## config.mk

```make
export PLATFORM = sky130hd
export DESIGN_NAME = multi_alarm_clock_flat
export DESIGN_NICKNAME = d
export VERILOG_FILES = /design/src/rtl/multi_alarm_clock_if.sv /design/src/rtl/multi_alarm_clock.sv /design/src/flat_wrapper.sv
export SDC_FILE = /design/constraint.sdc
export NUM_CORES = 1
export LEC_CHECK = 0
export CELL_PAD_IN_SITES_DETAIL_PLACEMENT = 2
export CELL_PAD_IN_SITES_GLOBAL_PLACEMENT = 2
export CORE_ASPECT_RATIO = 0.6
export CORE_MARGIN = 3
export CORE_UTILIZATION = 30
export CTS_BUF_LIST = sky130_fd_sc_hd__clkbuf_8
export DETAILED_ROUTE_END_ITERATION = 8
export PLACE_DENSITY_LB_ADDON = 0.05
export SYNTH_ARGS = -nofsm -noshare
export SYNTH_HDL_FRONTEND = slang
export SYNTH_SLANG_ARGS = --single-unit
```

## constraint.sdc

```tcl
create_clock -name clk -period 2.8 [get_ports clk]
set_clock_uncertainty 0.15 [all_clocks]
set_input_delay 0.84 -clock clk [delete_from_list [all_inputs] [get_ports clk]]
set_output_delay 0.84 -clock clk [all_outputs]
set_load 0.03 [all_outputs]
```

## src/rtl/multi_alarm_clock_if.sv

```systemverilog
// Control/status bundle for multi_alarm_clock: user controls, alarm edits and
// time/alarm/buzzer status. Master drives controls, slave is the clock core.
interface multi_alarm_clock_if #(
   parameter int unsigned NUM_ALARMS = 4,
   parameter int unsigned DAYS       = 7
);
   localparam int unsigned AW = (NUM_ALARMS > 1) ? $clog2(NUM_ALARMS) : 1;

   logic            tick;
   logic            Timeset;
   logic            Alarmset;
   logic            Minadv;
   logic            Hrsadv;
   logic            Dayadv;
   logic            Alarmon;
   logic [AW-1:0]   alm_sel;
   logic [DAYS-1:0] alm_mask_in;
   logic            alm_mask_we;
   logic            alm_arm_in;
   logic            alm_arm_we;
   logic            snooze;
   logic            dismiss;

   logic [5:0]      tsec;
   logic [5:0]      tmin;
   logic [4:0]      thrs;
   logic [2:0]      tday;
   logic [5:0]      amin;
   logic [4:0]      ahrs;
   logic [DAYS-1:0] amask;
   logic [AW-1:0]   active_alm;
   logic            ringing;
   logic            snoozing;
   logic            Buzz;

   modport master (
      output tick, Timeset, Alarmset, Minadv, Hrsadv, Dayadv, Alarmon,
             alm_sel, alm_mask_in, alm_mask_we, alm_arm_in, alm_arm_we,
             snooze, dismiss,
      input  tsec, tmin, thrs, tday, amin, ahrs, amask, active_alm,
             ringing, snoozing, Buzz
   );

   modport slave (
      input  tick, Timeset, Alarmset, Minadv, Hrsadv, Dayadv, Alarmon,
             alm_sel, alm_mask_in, alm_mask_we, alm_arm_in, alm_arm_we,
             snooze, dismiss,
      output tsec, tmin, thrs, tday, amin, ahrs, amask, active_alm,
             ringing, snoozing, Buzz
   );
endinterface

```

## src/rtl/multi_alarm_clock.sv

```systemverilog
// Time-of-day/day-of-week clock with NUM_ALARMS alarm channels and a ring FSM.
// Optional snooze state/counter built when ALARM_SNOOZE_EN is defined.
module multi_alarm_clock #(
   parameter int unsigned NUM_ALARMS = 4,
   parameter int unsigned DAYS       = 7,
   parameter int unsigned RING_SEC   = 60,
   parameter int unsigned SNOOZE_SEC = 300
) (
   input  logic               clk,
   input  logic               rst_n,
   multi_alarm_clock_if.slave bus
);
   localparam int unsigned AW = (NUM_ALARMS > 1) ? $clog2(NUM_ALARMS) : 1;
`ifdef ALARM_SNOOZE_EN
   localparam int unsigned TMAX = (RING_SEC > SNOOZE_SEC) ? RING_SEC : SNOOZE_SEC;
   typedef enum logic [1:0] {S_IDLE, S_RING, S_SNOOZE} state_t;
`else
   localparam int unsigned TMAX = RING_SEC;
   typedef enum logic [0:0] {S_IDLE, S_RING} state_t;
`endif
   localparam int unsigned CW = $clog2(TMAX + 1);

   logic [5:0]      sec_q, sec_d, min_q, min_d;
   logic [4:0]      hrs_q, hrs_d;
   logic [2:0]      day_q, day_d;
   logic            roll_q, roll_d;
   logic [5:0]      amin_q [NUM_ALARMS];
   logic [5:0]      amin_d [NUM_ALARMS];
   logic [4:0]      ahrs_q [NUM_ALARMS];
   logic [4:0]      ahrs_d [NUM_ALARMS];
   logic [DAYS-1:0] amask_q [NUM_ALARMS];
   logic [DAYS-1:0] amask_d [NUM_ALARMS];
   logic            arm_q [NUM_ALARMS];
   logic            arm_d [NUM_ALARMS];
   logic [5:0]      amin_o_q;
   logic [4:0]      ahrs_o_q;
   logic [DAYS-1:0] amask_o_q;
   logic            sel_ok;
   logic            match_any;
   logic [AW-1:0]   match_idx;
   logic            hit;
   state_t          state_q, state_d;
   logic [CW-1:0]   cnt_q, cnt_d;
   logic [AW-1:0]   act_q, act_d;
   logic            ringing_q;

   assign sel_ok = (32'(bus.alm_sel) < NUM_ALARMS);

   // Time chain: normal carry when running, independent field advance in Timeset.
   always_comb begin
      sec_d  = sec_q;
      min_d  = min_q;
      hrs_d  = hrs_q;
      day_d  = day_q;
      roll_d = 1'b0;
      if (bus.tick) begin
         if (bus.Timeset) begin
            if (bus.Minadv) min_d = (min_q == 6'd59) ? 6'd0 : min_q + 6'd1;
            if (bus.Hrsadv) hrs_d = (hrs_q == 5'd23) ? 5'd0 : hrs_q + 5'd1;
            if (bus.Dayadv) day_d = (day_q == 3'(DAYS - 1)) ? 3'd0 : day_q + 3'd1;
         end else begin
            roll_d = (sec_q == 6'd59);
            sec_d  = (sec_q == 6'd59) ? 6'd0 : sec_q + 6'd1;
            if (sec_q == 6'd59) begin
               min_d = (min_q == 6'd59) ? 6'd0 : min_q + 6'd1;
               if (min_q == 6'd59) begin
                  hrs_d = (hrs_q == 5'd23) ? 5'd0 : hrs_q + 5'd1;
                  if (hrs_q == 5'd23)
                     day_d = (day_q == 3'(DAYS - 1)) ? 3'd0 : day_q + 3'd1;
               end
            end
         end
      end
   end

   // Alarm channel edits: tick-paced HH:MM advance plus direct mask/arm writes.
   always_comb begin
      amin_d  = amin_q;
      ahrs_d  = ahrs_q;
      amask_d = amask_q;
      arm_d   = arm_q;
      if (sel_ok) begin
         if (bus.tick && bus.Alarmset && !bus.Timeset) begin
            if (bus.Minadv)
               amin_d[bus.alm_sel] = (amin_q[bus.alm_sel] == 6'd59) ? 6'd0 : amin_q[bus.alm_sel] + 6'd1;
            if (bus.Hrsadv)
               ahrs_d[bus.alm_sel] = (ahrs_q[bus.alm_sel] == 5'd23) ? 5'd0 : ahrs_q[bus.alm_sel] + 5'd1;
         end
         if (bus.alm_mask_we) amask_d[bus.alm_sel] = bus.alm_mask_in;
         if (bus.alm_arm_we)  arm_d[bus.alm_sel]   = bus.alm_arm_in;
      end
   end

   // Lowest armed channel whose HH:MM/day matches the freshly rolled time.
   always_comb begin
      match_any = 1'b0;
      match_idx = '0;
      for (int i = int'(NUM_ALARMS) - 1; i >= 0; i--) begin
         if (arm_q[i] && amask_q[i][day_q] && ahrs_q[i] == hrs_q && amin_q[i] == min_q) begin
            match_any = 1'b1;
            match_idx = AW'(i);
         end
      end
   end

   assign hit = roll_q && bus.Alarmon && match_any;

   always_comb begin
      state_d = state_q;
      cnt_d   = cnt_q;
      act_d   = act_q;
      unique case (state_q)
         S_IDLE: begin
            if (!bus.dismiss && hit) begin
               state_d = S_RING;
               cnt_d   = CW'(RING_SEC);
               act_d   = match_idx;
            end
         end
         S_RING: begin
            if (bus.dismiss || !bus.Alarmon) begin
               state_d = S_IDLE;
`ifdef ALARM_SNOOZE_EN
            end else if (bus.snooze) begin
               state_d = S_SNOOZE;
               cnt_d   = CW'(SNOOZE_SEC);
`endif
            end else if (bus.tick) begin
               if (cnt_q == CW'(1)) state_d = S_IDLE;
               else                 cnt_d   = cnt_q - CW'(1);
            end
         end
`ifdef ALARM_SNOOZE_EN
         S_SNOOZE: begin
            if (bus.dismiss || !bus.Alarmon) begin
               state_d = S_IDLE;
            end else if (bus.tick && cnt_q == CW'(1)) begin
               state_d = S_RING;
               cnt_d   = CW'(RING_SEC);
            end else if (hit) begin
               state_d = S_RING;
               cnt_d   = CW'(RING_SEC);
               act_d   = match_idx;
            end else if (bus.tick) begin
               cnt_d   = cnt_q - CW'(1);
            end
         end
`endif
         default: state_d = S_IDLE;
      endcase
   end

   always_ff @(posedge clk or negedge rst_n) begin
      if (!rst_n) begin
         sec_q     <= '0;
         min_q     <= '0;
         hrs_q     <= '0;
         day_q     <= '0;
         roll_q    <= 1'b0;
         for (int i = 0; i < int'(NUM_ALARMS); i++) begin
            amin_q[i]  <= '0;
            ahrs_q[i]  <= '0;
            amask_q[i] <= '1;
            arm_q[i]   <= 1'b0;
         end
         amin_o_q  <= '0;
         ahrs_o_q  <= '0;
         amask_o_q <= '1;
         state_q   <= S_IDLE;
         cnt_q     <= '0;
         act_q     <= '0;
         ringing_q <= 1'b0;
      end else begin
         sec_q     <= sec_d;
         min_q     <= min_d;
         hrs_q     <= hrs_d;
         day_q     <= day_d;
         roll_q    <= roll_d;
         amin_q    <= amin_d;
         ahrs_q    <= ahrs_d;
         amask_q   <= amask_d;
         arm_q     <= arm_d;
         amin_o_q  <= sel_ok ? amin_d[bus.alm_sel]  : '0;
         ahrs_o_q  <= sel_ok ? ahrs_d[bus.alm_sel]  : '0;
         amask_o_q <= sel_ok ? amask_d[bus.alm_sel] : '0;
         state_q   <= state_d;
         cnt_q     <= cnt_d;
         act_q     <= act_d;
         ringing_q <= (state_d == S_RING);
      end
   end

`ifdef ALARM_SNOOZE_EN
   logic snoozing_q;
   always_ff @(posedge clk or negedge rst_n) begin
      if (!rst_n) snoozing_q <= 1'b0;
      else        snoozing_q <= (state_d == S_SNOOZE);
   end
   assign bus.snoozing = snoozing_q;
`else
   logic [31:0] unused_snooze;
   assign unused_snooze = {bus.snooze, 31'(SNOOZE_SEC)};
   assign bus.snoozing  = 1'b0;
`endif

   assign bus.tsec       = sec_q;
   assign bus.tmin       = min_q;
   assign bus.thrs       = hrs_q;
   assign bus.tday       = day_q;
   assign bus.amin       = amin_o_q;
   assign bus.ahrs       = ahrs_o_q;
   assign bus.amask      = amask_o_q;
   assign bus.active_alm = act_q;
   assign bus.ringing    = ringing_q;
   assign bus.Buzz       = ringing_q;
endmodule
```

## src/flat_wrapper.sv

```systemverilog
// flat-port wrapper written by rule: the top's interface ports become plain ports
module multi_alarm_clock_flat 
#(
   parameter int unsigned NUM_ALARMS = 4,
   parameter int unsigned DAYS       = 7,
   parameter int unsigned RING_SEC   = 60,
   parameter int unsigned SNOOZE_SEC = 300
)
  (clk, rst_n, bus_tick, bus_Timeset, bus_Alarmset, bus_Minadv, bus_Hrsadv, bus_Dayadv, bus_Alarmon, bus_alm_sel, bus_alm_mask_in, bus_alm_mask_we, bus_alm_arm_in, bus_alm_arm_we, bus_snooze, bus_dismiss, bus_tsec, bus_tmin, bus_thrs, bus_tday, bus_amin, bus_ahrs, bus_amask, bus_active_alm, bus_ringing, bus_snoozing, bus_Buzz);
  multi_alarm_clock_if #(.NUM_ALARMS(NUM_ALARMS), .DAYS(DAYS)) bus_i ();
  input  logic clk;
  input  logic rst_n;
  input wire logic [$bits(bus_i.tick)-1:0] bus_tick;
  input wire logic [$bits(bus_i.Timeset)-1:0] bus_Timeset;
  input wire logic [$bits(bus_i.Alarmset)-1:0] bus_Alarmset;
  input wire logic [$bits(bus_i.Minadv)-1:0] bus_Minadv;
  input wire logic [$bits(bus_i.Hrsadv)-1:0] bus_Hrsadv;
  input wire logic [$bits(bus_i.Dayadv)-1:0] bus_Dayadv;
  input wire logic [$bits(bus_i.Alarmon)-1:0] bus_Alarmon;
  input wire logic [$bits(bus_i.alm_sel)-1:0] bus_alm_sel;
  input wire logic [$bits(bus_i.alm_mask_in)-1:0] bus_alm_mask_in;
  input wire logic [$bits(bus_i.alm_mask_we)-1:0] bus_alm_mask_we;
  input wire logic [$bits(bus_i.alm_arm_in)-1:0] bus_alm_arm_in;
  input wire logic [$bits(bus_i.alm_arm_we)-1:0] bus_alm_arm_we;
  input wire logic [$bits(bus_i.snooze)-1:0] bus_snooze;
  input wire logic [$bits(bus_i.dismiss)-1:0] bus_dismiss;
  output wire logic [$bits(bus_i.tsec)-1:0] bus_tsec;
  output wire logic [$bits(bus_i.tmin)-1:0] bus_tmin;
  output wire logic [$bits(bus_i.thrs)-1:0] bus_thrs;
  output wire logic [$bits(bus_i.tday)-1:0] bus_tday;
  output wire logic [$bits(bus_i.amin)-1:0] bus_amin;
  output wire logic [$bits(bus_i.ahrs)-1:0] bus_ahrs;
  output wire logic [$bits(bus_i.amask)-1:0] bus_amask;
  output wire logic [$bits(bus_i.active_alm)-1:0] bus_active_alm;
  output wire logic [$bits(bus_i.ringing)-1:0] bus_ringing;
  output wire logic [$bits(bus_i.snoozing)-1:0] bus_snoozing;
  output wire logic [$bits(bus_i.Buzz)-1:0] bus_Buzz;
  assign bus_i.tick = bus_tick;
  assign bus_i.Timeset = bus_Timeset;
  assign bus_i.Alarmset = bus_Alarmset;
  assign bus_i.Minadv = bus_Minadv;
  assign bus_i.Hrsadv = bus_Hrsadv;
  assign bus_i.Dayadv = bus_Dayadv;
  assign bus_i.Alarmon = bus_Alarmon;
  assign bus_i.alm_sel = bus_alm_sel;
  assign bus_i.alm_mask_in = bus_alm_mask_in;
  assign bus_i.alm_mask_we = bus_alm_mask_we;
  assign bus_i.alm_arm_in = bus_alm_arm_in;
  assign bus_i.alm_arm_we = bus_alm_arm_we;
  assign bus_i.snooze = bus_snooze;
  assign bus_i.dismiss = bus_dismiss;
  assign bus_tsec = bus_i.tsec;
  assign bus_tmin = bus_i.tmin;
  assign bus_thrs = bus_i.thrs;
  assign bus_tday = bus_i.tday;
  assign bus_amin = bus_i.amin;
  assign bus_ahrs = bus_i.ahrs;
  assign bus_amask = bus_i.amask;
  assign bus_active_alm = bus_i.active_alm;
  assign bus_ringing = bus_i.ringing;
  assign bus_snoozing = bus_i.snoozing;
  assign bus_Buzz = bus_i.Buzz;
  multi_alarm_clock #(.NUM_ALARMS(NUM_ALARMS), .DAYS(DAYS), .RING_SEC(RING_SEC), .SNOOZE_SEC(SNOOZE_SEC)) u_core (.clk(clk), .rst_n(rst_n), .bus(bus_i));
endmodule
```

==> impl_metrics.csv, run 1 <==
group,metric,value,unit
pwr,vdd.ir_drop.worst,0.405,mV
placement,dpl_cell_area,0.00818,sq mm
critical_path,startpoint_type,"primary input",
timing,rsz0062_at_grt,"false",
placement,dp_cells,967,
placement,detailed_place_hpwl,17600,um
drt,route.detailed.vias_per_inst,5.11,
final_layout,fin_nets,738,
clock_tree,holdBufCountCts,0,
drt,number_of_optimization_iterations_in_the_first_detailed_route_pass,4,
clock_tree,cts_tree,"done",
placement,port-buffer-count,63,
pwr,combinationalPowerShare,38.2,%
grt,grt_pass1_wl,35500,um
timing,setup_viol,0,
grt,grt_pass1_vias,5724,
yosys,synth_top_cells_by_area,"dfrtp_1 34%, dfstp_2 14%, mux2_2 9.7%, xnor2_1 6.9%, mux4_2 6.8%",
final_layout,finish.instance_area,0.00864,sq mm
outcome,run_status,"finished clean",
yosys,synthDominantCellAreaShare,33.8,%
grt,overflow,0,
final_layout,finish.cell_count_without_fillers,1000,
yosys,syn-cell-area,0.00660,sq mm
critical_path,worstSetupPathType,"in2reg",
yosys,postSynth.asyncResetShare,100,%
final_layout,mostFrequentLayoutCells,"90 x buf_4, 84 x dfrtp_1, 55 x mux2_2, 51 x xnor2_1, 51 x clkdlybuf4s50_1",
drt,dr_total_vias,5107,
drt,drt_wl_total,22300,um
yosys,synth-seq-cells,124,
timing,final.period_utilization,98.8,%
pwr,internal_power,0.00451,W
hold_path,class_of_the_tightest_hold_or_removal_check,"in2async",
critical_path,timing.critical_path.required,2.98,ns
placement,final_gp_congestion,0.805,
grt,grt_usage,20.0,%
clock_tree,cts-buffers-inserted,17,
clock_tree,clockRootBuffer,"clkbuf_8",
drt,routed_wire_length_per_instance,22.3,um
pwr,total_leakage_power,3.69,nW
final_layout,drive_above_1_share,35.5,%
drt,drc,0,
clock_tree,clock_insertion_delay_worst_skew,0.46,ns
timing,slew_headroom,62.4,%
floorplan,placeableCoreArea,0.0213,sq mm
clock_tree,cts.path.max_buffers,2,
final_layout,mostFrequentLayoutCell,"buf_4",
drt,drt_first_iter_violations,283,
floorplan,number_of_ports_placed_on_the_die_boundary,66,
final_layout,nFillCells,2218,
clock_tree,cts.clk_slew.worst_paths,0.08,ns
yosys,synthesis.area_per_instance,11.7,sq um
yosys,synth.net_count,594,
final_layout,antenna_fix_cells,0,
pwr,power,0.00723,W
floorplan,placement_rows,41,
clock_tree,htreeDepth,4,
timing,slew_viol_final,0,
floorplan,die-area,0.0239,sq mm
pwr,power_per_cell_area,837,mW/mm^2
pwr,power.clock.fraction,22.6,%
yosys,synth-seq-area-share,47.7,%
critical_path,crit_path_max_fanout,5,
final_layout,sequential_cell_area,0.00315,sq mm
pwr,net-switching-power,0.00272,W
grt,pin_count_of_the_biggest_net_entering_global_routing,38,
yosys,netlist_instances,564,
timing,min_period,2.77,ns
final_layout,area_growth_from_synthesis_to_layout,30.9,%
yosys,cell_variety_after_synth,48,
pwr,switching_share,37.6,%
clock_tree,clock-sinks,124,
timing,worst_slew_pin_slew,0.565,ns
timing,final_hold_violations,0,
yosys,synth_top_flop_cell,"dfrtp_1",
floorplan,effective_utilization_at_floorplan,31.0,%
timing,maxClockFrequency,362,MHz
critical_path,critical_path_arrival,2.95,ns
flow_run,drv.max_cap_violation_count,0,
floorplan,dieWidth,197,um
yosys,number_of_enable_flip_flop_cells_after_synthesis,0,
final_layout,multi_input_area,0.00331,sq mm
floorplan,die_height,121,um
pwr,power.sequential.fraction,39.2,%
drt,antenna_left,0,
grt,grt_antenna_before_repair,0,
critical_path,setup.worst_path.end_class,"flop",
yosys,synth_top_cell_by_area,"dfrtp_1",
yosys,ys.warnings.count,0,
==> critical path, stage by stage <==
cell and delay (ns):
clkdlybuf4s15_1 0.37, mux4_2 0.42, ha_4 0.19, nand2_2 0.06, mux2_4 0.32, mux2_2 0.29, mux4_2 0.45
==> worst paths after layout <==
kind	cells after the start	slack [ns]	to	startpoint
max	7	0.03	u_core.bus.ahrs[4]	bus_alm_sel[1]
min	1	0.21	u_core.ahrs_q[8]	rst_n
max reg2reg	8	0.18	u_core.cnt_q[1]	u_core.bus.tday[1]
min reg2reg	2	0.37	u_core.cnt_q[5]	u_core.cnt_q[5]
max in group asynchronous	2	1.56	u_core.amask_q[26]	rst_n
min in group clk	2	0.37	u_core.cnt_q[5]	u_core.cnt_q[5]
==> flip-flops by register name (all words and copies together) (netlist names) <==
register,cells
u_core.bus.active_alm,2
u_core.roll_q,1
u_core.ahrs_q,20
u_core.arm_q,4
u_core.amask_q,28
u_core.bus.amin,6
u_core.bus.ahrs,5
u_core.cnt_q,6
u_core.bus.tmin,6
u_core.state_q,1
u_core.bus.thrs,5
u_core.amin_q,24
u_core.bus.tsec,6
u_core.bus.amask,7
u_core.bus.tday,3
==> synth_stat cells (all sizes together), types with 3 or more instances <==
library cell / instances
o41ai: 4
dfstp: 35
ha: 7
nor2b: 7
mux2i: 13
nand4b: 3
nand2: 46
nor2: 34
nand4: 17
o21a: 3
mux4: 25
a21o: 8
buf: 13
a21oi: 17
and2: 6
nand2b: 10
clkbuf: 18
o221ai: 4
nor3: 10
o31ai: 13
inv: 12
xnor2: 52
o21ai: 26
nand3: 6
nor4: 7
mux2: 60
dfrtp: 89
==> per-layer routing <==
layer / up-vias / track usage (%) / routed length (um)
met4: 0 / 4.98 / 141
met2: 76 / 28.6 / 9510
met3: 10 / 4.16 / 811
met1: 2686 / 30.6 / 11800
met5: - / 0 / 0
li1: 2335 / - / -
==> cells by family (layout without fill, tap and decap cells) <==
kind of cell,Yosys count,count (layout),share of synthesized area [%]
AO/OA/AOI/OAI,84,84,8.27
XOR/XNOR,52,52,6.90
adder cells (fa/ha/maj),7,7,1.33
buffers and inverters,43,200,2.77
flip-flops,124,124,47.7
multiplexers,98,98,21.2
other,1,1,0.0568
AND/OR/NAND/NOR,155,155,11.8
==> per-stage QoR <==
| step | worst slack, ns | TNS (ns) | utilization [%] | hold WS [ns] |
|---|---|---|---|---|
| 6_report | 0.0340 | 0 | 40.6 | 0.214 |
| 5_1_grt | 0.0204 | 0 | 40.6 | 0.218 |
| 4_1_cts | -0.0122 | -0.0122 | 40.4 | 0.189 |
| 3_5_place_dp | -0.778 | -27.50 | 38.4 | 0.356 |
| 3_3_place_gp | -0.650 | -24.10 | 38.4 | 0.348 |
| 2_1_floorplan | -0.363 | -0.546 | - | 0.329 |
==> power by group through the flow <==
stage | registers [W] | logic, W | clock network [W]
2_1_floorplan | 0.00286 | 0.00151 | 0
3_3_place_gp | 0.00283 | 0.00270 | 0
3_5_place_dp | 0.00286 | 0.00277 | 0
4_1_cts | 0.00284 | 0.00279 | 0.00170
5_1_grt | 0.00291 | 0.00300 | 0.00179
6_report | 0.00283 | 0.00276 | 0.00164
==> layout make-up <==
type	instances	share of cell area, %
Multi-Input combinational cell	397	38.3
Clock inverter	10	1.13
Tap cell	279	4.04
Clock buffer	22	3.51
Inverter	12	0.522
Timing Repair Buffer	156	16.0
Sequential cell	124	36.5
==> repair_timing <==
action,in CTS,in global routing
gates resized for setup,13,13
endpoints found under the setup margin,37,15
setup buffers,0,1
pin swaps,0,2
No activity file was read; power rests on OpenSTA's default activity.
==> inputs of run 2 (changes only) <==
--- a/config.mk
+++ b/config.mk
@@ -11,8 +11,10 @@
 export CORE_MARGIN = 3
 export CORE_UTILIZATION = 30
 export CTS_BUF_LIST = sky130_fd_sc_hd__clkbuf_8
+export CTS_CLUSTER_DIAMETER = 50
 export DETAILED_ROUTE_END_ITERATION = 8
 export PLACE_DENSITY_LB_ADDON = 0.05
+export SETUP_SLACK_MARGIN = 0.02
 export SYNTH_ARGS = -nofsm -noshare
 export SYNTH_HDL_FRONTEND = slang
 export SYNTH_SLANG_ARGS = --single-unit
==> run 2 against run 1 <==
  * Power increased by 0.11%
  * Combinational power about the same
  * Largest cell class unchanged
  * Core utilization fell by 0.12 points
==> impl_metrics.csv, run 2 (synthesis results as in run 1) <==
group,metric,value,unit
clock_tree,clock-sinks,124,
clock_tree,cts.path.max_buffers,2,
final_layout,antenna_fix_cells,0,
clock_tree,cts.clk_slew.worst_paths,0.08,ns
timing,maxClockFrequency,363,MHz
timing,min_period,2.76,ns
grt,grt_pass1_vias,5727,
critical_path,timing.critical_path.required,2.99,ns
critical_path,startpoint_type,"primary input",
floorplan,die_height,121,um
critical_path,timing.critical_path.buf_inv,1,
drt,antenna_left,0,
clock_tree,clockRootBuffer,"clkbuf_8",
drt,dr_total_vias,5104,
final_layout,finish.utilization,40.5,%
final_layout,mostFrequentLayoutCells,"89 x buf_4, 84 x dfrtp_1, 55 x mux2_2, 51 x xnor2_1, 51 x clkdlybuf4s50_1",
critical_path,cp-startpoint,"bus_alm_sel[0]",
critical_path,crit_path_max_fanout,8,
floorplan,effective_utilization_at_floorplan,31.0,%
grt,overflow,0,
grt,pin_count_of_the_biggest_net_entering_global_routing,38,
critical_path,max_stage_delay,0.59,ns
critical_path,timing.reg2reg.setup_slack,0.18,ns
critical_path,worstSetupPathType,"in2reg",
pwr,net-switching-power,0.00273,W
outcome,run_status,"finished clean",
critical_path,crit_chain,"buf_4, mux4_2, ha_4, nand2_2, mux2_4, mux2_2, mux4_2",
grt,grt_pass1_wl,35600,um
final_layout,number_of_flip_flops_in_the_largest_register,28,
placement,final_gp_congestion,0.805,
placement,port-buffer-count,63,
drt,drt_first_iter_violations,266,
hold_path,class_of_the_tightest_hold_or_removal_check,"in2async",
pwr,vdd.ir_drop.worst,0.406,mV
pwr,switching_share,37.7,%
floorplan,die-area,0.0239,sq mm
placement,detailed_place_hpwl,17600,um
grt,grt_antenna_before_repair,0,
critical_path,worstReg2RegStart,"u_core.bus.tday[1]",
pwr,combinationalPowerShare,38.1,%
timing,rsz0062_at_grt,"false",
floorplan,dieWidth,197,um
timing,setup_viol,0,
critical_path,cpMaxStageDelayCell,"mux4_2",
final_layout,drive_above_1_share,35.3,%
critical_path,critical_path_arrival,2.95,ns
timing,final.setup.tns,0,ns
floorplan,placement_rows,41,
critical_path,critical-path-top-cell-by-count,"mux4_2",
clock_tree,cts_tree,"done",
pwr,power.sequential.fraction,39.2,%
grt,grt_usage,20.0,%
pwr,power.clock.fraction,22.6,%
floorplan,number_of_ports_placed_on_the_die_boundary,66,
clock_tree,clock_insertion_delay_worst_skew,0.46,ns
timing,slew_viol_final,0,
floorplan,placeableCoreArea,0.0213,sq mm
flow_run,drv.max_cap_violation_count,0,
drt,number_of_optimization_iterations_in_the_first_detailed_route_pass,4,
final_layout,area_growth_from_synthesis_to_layout,30.5,%
timing,final.period_utilization,98.4,%
pwr,total_leakage_power,3.66,nW
pwr,power_per_cell_area,841,mW/mm^2
timing,worst_slew_pin_slew,0.564,ns
final_layout,fin_nets,737,
final_layout,regMostFlops,"u_core.amask_q",
final_layout,registers_with_the_most_flip_flops,"u_core.amask_q: 28 flops, u_core.amin_q: 24 flops, u_core.ahrs_q: 20 flops",
drt,route.detailed.vias_per_inst,5.11,
pwr,internal_power,0.00451,W
drt,drt_wl_total,22300,um
timing,slew_headroom,62.4,%
critical_path,setup.worst_path.end_class,"flop",
critical_path,top_delay_family_on_crit_path,"multiplexers",
final_layout,mostFrequentLayoutCell,"buf_4",
clock_tree,htreeDepth,4,
drt,routed_wire_length_per_instance,22.3,um
clock_tree,cts-buffers-inserted,17,
timing,final_hold_violations,0,
drt,drc,0,
run 2: worst paths after layout:
kind | to | depth (start not counted)
max in group asynchronous | u_core.amask_q[26] | 2
hold reg to reg | u_core.arm_q[0] | 1
min in group clk | u_core.arm_q[0] | 1
setup reg to reg | u_core.cnt_q[1] | 8
setup / recovery | u_core.bus.ahrs[4] | 7
hold / removal | u_core.ahrs_q[8] | 1
run 2: power by group through the flow:
stage	clock [W]	sequential [W]	combinational, W
5_1_grt	0.00179	0.00291	0.00300
2_1_floorplan	0	0.00286	0.00151
3_5_place_dp	0	0.00286	0.00277
4_1_cts	0.00170	0.00284	0.00279
6_report	0.00164	0.00284	0.00276
3_3_place_gp	0	0.00283	0.00270
run 2: routing by layer:
metal / up-vias / track usage (%) / part of all wire, %
met1: 2668 / 30.7 / 52
met5: - / 0 / 0
met3: 12 / 4.16 / 4.9
li1: 2330 / - / -
met2: 94 / 28.6 / 42
met4: 0 / 4.98 / 0.78
run 2: metrics by stage:
| stage | cells | power (W) | hold slack (ns) | area (sq um) | setup slack (ns) |
|---|---|---|---|---|---|
| floorplan | 564 | 0.00438 | 0.329 | 6640 | -0.363 |
| global placement | 967 | 0.00553 | 0.348 | 8180 | -0.650 |
| detailed placement | 967 | 0.00563 | 0.356 | 8180 | -0.778 |
| CTS | 999 | 0.00733 | 0.189 | 8600 | 0.0312 |
| global route | 999 | 0.00771 | 0.218 | 8610 | 0.0204 |
| finish | 999 | 0.00724 | 0.205 | 8610 | 0.0449 |
run 2: layout make-up:
cell class	instances	area, sq um
clock inverter	10	97.6
fill	2226	12700
multi-input combinational	397	3310
timing repair buffer	155	1360
clock buffer	22	303
inverter	12	45.0
sequential	124	3150
tap	279	349
run 2: repair_timing:
item | CTS | global route
gates cloned | 0 | 0
endpoints found under the setup margin | 40 | 17
gates resized for setup | 18 | 6
hold buffers | 0 | 0
setup buffers | 0 | 0
pin swaps | 2 | 0
==> inputs of run 3 (changes only) <==
--- a/config.mk
+++ b/config.mk
@@ -15,6 +15,7 @@
 export DETAILED_ROUTE_END_ITERATION = 8
 export PLACE_DENSITY_LB_ADDON = 0.05
 export SETUP_SLACK_MARGIN = 0.02
+export SLEW_MARGIN = 20
 export SYNTH_ARGS = -nofsm -noshare
 export SYNTH_HDL_FRONTEND = slang
 export SYNTH_SLANG_ARGS = --single-unit
==> constraint.sdc (replaced) <==
create_clock -name clk -period 3 [get_ports clk]
set_clock_uncertainty 0.15 [all_clocks]
set_input_delay 0.9 -clock clk [delete_from_list [all_inputs] [get_ports clk]]
set_output_delay 0.9 -clock clk [all_outputs]
set_load 0.03 [all_outputs]
==> run 3 against run 2 <==
  * Critical path depth down 6
  * Design area fell by 0.77%
  * Routed wire length is 0.56% lower
  * Largest power group unchanged
  * Highest routed layer unchanged
==> impl_metrics.csv, run 3 (synthesis results as in run 1) <==
group,metric,value,unit
outcome,run_status,"finished clean",
grt,global_routing_usage_on_met1,30.6,%
pwr,internal_power,0.00429,W
critical_path,max_stage_delay,0.76,ns
drt,number_of_optimization_iterations_in_the_first_detailed_route_pass,4,
final_layout,registers_with_the_most_flip_flops,"u_core.amask_q: 28 flops, u_core.amin_q: 24 flops, u_core.ahrs_q: 20 flops",
placement,final_gp_congestion,0.792,
critical_path,timing.critical_path.required,1.95,ns
timing,slew_headroom,65.2,%
final_layout,area_growth_from_synthesis_to_layout,29.5,%
hold_path,class_of_the_tightest_hold_or_removal_check,"in2async",
timing,final_hold_violations,0,
clock_tree,cts_setup_buffers,0,
critical_path,timing.critical_path.buf_inv,1,
critical_path,top_delay_family_on_crit_path,"buffers and inverters",
final_layout,regMostFlops,"u_core.amask_q",
grt,use_met3,3.83,%
clock_tree,htreeDepth,4,
final_layout,drive_above_1_share,34.0,%
drt,drt_first_iter_violations,255,
pwr,total_leakage_power,3.57,nW
timing,maxClockFrequency,346,MHz
floorplan,die-area,0.0239,sq mm
final_layout,fin_nets,729,
grt,global_route.usage.met2,28.7,%
drt,antenna_left,0,
grt,grt_pass1_vias,5760,
floorplan,effective_utilization_at_floorplan,31.0,%
timing,rsz0062_at_grt,"false",
timing,final.period_utilization,96.2,%
critical_path,startpoint_type,"flop",
clock_tree,cts-buffers-inserted,17,
critical_path,crit_path_max_fanout,8,
pwr,combinationalPowerShare,37.3,%
clock_tree,clockRootBuffer,"clkbuf_8",
critical_path,cpMaxStageDelayCell,"clkdlybuf4s50_1",
final_layout,finish.instance_area,0.00855,sq mm
drt,routed_wire_length_per_instance,22.4,um
clock_tree,clock-sinks,124,
clock_tree,cts.path.max_buffers,2,
floorplan,placeableCoreArea,0.0213,sq mm
critical_path,crit_chain,"clkdlybuf4s50_1",
timing,setup_viol,0,
final_layout,mostFrequentLayoutCell,"dfrtp_1",
placement,pre_cts_ws,-0.508,ns
final_layout,nFillCells,2163,
pwr,vdd.ir_drop.worst,0.313,mV
drt,drc,0,
critical_path,setup.worst_path.end_class,"output pin",
final_layout,mostFrequentLayoutCells,"86 x dfrtp_1, 83 x buf_4, 60 x clkdlybuf4s50_1, 57 x mux2_2, 52 x xnor2_1",
critical_path,worstSetupPathType,"reg2out",
floorplan,die_height,121,um
drt,dr_total_vias,5053,
placement,dpl_cell_area,0.00810,sq mm
floorplan,placement_rows,41,
timing,min_period,2.89,ns
pwr,power,0.00689,W
floorplan,dieWidth,197,um
pwr,power_per_cell_area,806,mW/mm^2
grt,grt_pass1_wl,35500,um
drt,drt_wl_total,22200,um
drt,route.detailed.vias_per_inst,5.10,
clock_tree,cts_tree,"done",
pwr,power.clock.fraction,24.5,%
critical_path,critical_path_arrival,1.84,ns
final_layout,number_of_flip_flops_in_the_largest_register,28,
pwr,power.sequential.fraction,38.3,%
pwr,switching_share,37.6,%
timing,worst_slew_pin_slew,0.522,ns
grt,grt_usage,19.9,%
clock_tree,clock_insertion_delay_worst_skew,0.47,ns
final_layout,antenna_fix_cells,0,
placement,port-buffer-count,63,
grt,overflow,0,
placement,detailed_place_hpwl,17300,um
placement,dp_cells,959,
clock_tree,cts.clk_slew.worst_paths,0.08,ns
timing,slew_viol_final,0,
flow_run,drv.max_cap_violation_count,0,
grt,grt_antenna_before_repair,0,
grt,pin_count_of_the_biggest_net_entering_global_routing,56,
final_layout,finish.cell_count_without_fillers,991,
pwr,net-switching-power,0.00259,W
floorplan,number_of_ports_placed_on_the_die_boundary,66,
timing,finalWorstSetupSlack,0.114,ns
grt,most_used_layer_global_route,"met1",
## run 3: final timing paths
check | startpoint | end | slack (ns) | depth (start not counted)
setup / recovery | u_core.bus.thrs[1] | bus_thrs[1] | 0.11 | 1
hold / removal | rst_n | u_core.amin_q[5] | 0.25 | 1
setup reg to reg | u_core.ahrs_q[15] | u_core.bus.ahrs[4] | 0.38 | 6
hold reg to reg | u_core.arm_q[2] | u_core.arm_q[2] | 0.37 | 1
max in group asynchronous | rst_n | u_core.amask_q[18] | 1.60 | 2
min in group clk | u_core.arm_q[2] | u_core.arm_q[2] | 0.37 | 1
## run 3: cell type report
| class | instances | area (sq um) | area share [%] |
|---|---|---|---|
| Clock inverter | 14 | 191 | 2.24 |
| Timing Repair Buffer | 147 | 1280 | 14.9 |
| Tap cell | 279 | 349 | 4.08 |
| Clock buffer | 18 | 248 | 2.90 |
| Inverter | 12 | 45.0 | 0.527 |
| Multi-Input combinational cell | 397 | 3280 | 38.4 |
| Sequential cell | 124 | 3150 | 36.9 |
## run 3: what timing repair did
item                                    4_1_cts  5_1_grt
endpoints found under the hold margin         0        0
endpoints found under the setup margin        1        3
hold buffers                                  0        0
cloned                                        0        0
gates resized for setup                       1        3
## run 3: power by group through the flow
stage | logic [W] | clock network, W | registers (W)
after floorplan | 0.00141 | 0 | 0.00267
after global placement | 0.00251 | 0 | 0.00264
after detailed placement | 0.00258 | 0 | 0.00266
after CTS | 0.00259 | 0.00174 | 0.00264
after global routing | 0.00278 | 0.00183 | 0.00271
final | 0.00257 | 0.00169 | 0.00263
## run 3: routing by layer
metal  share of wire [%]  vias up
li1                    -     2309
met1                  52     2646
met2                  43       90
met3                 4.9        8
met4                0.56        0
met5                   0        -
## run 3: metrics by stage
| step | utilization [%] | hold WS (ns) | setup TNS (ns) |
|---|---|---|---|
| finish | 40.1 | 0.247 | 0 |
| global placement | 38.1 | 0.347 | -13.35 |
| floorplan | - | 0.329 | -0.223 |
| global route | 40.1 | 0.258 | 0 |
| detailed placement | 38.1 | 0.353 | -15.33 |
| CTS | 40.1 | 0.234 | 0 |
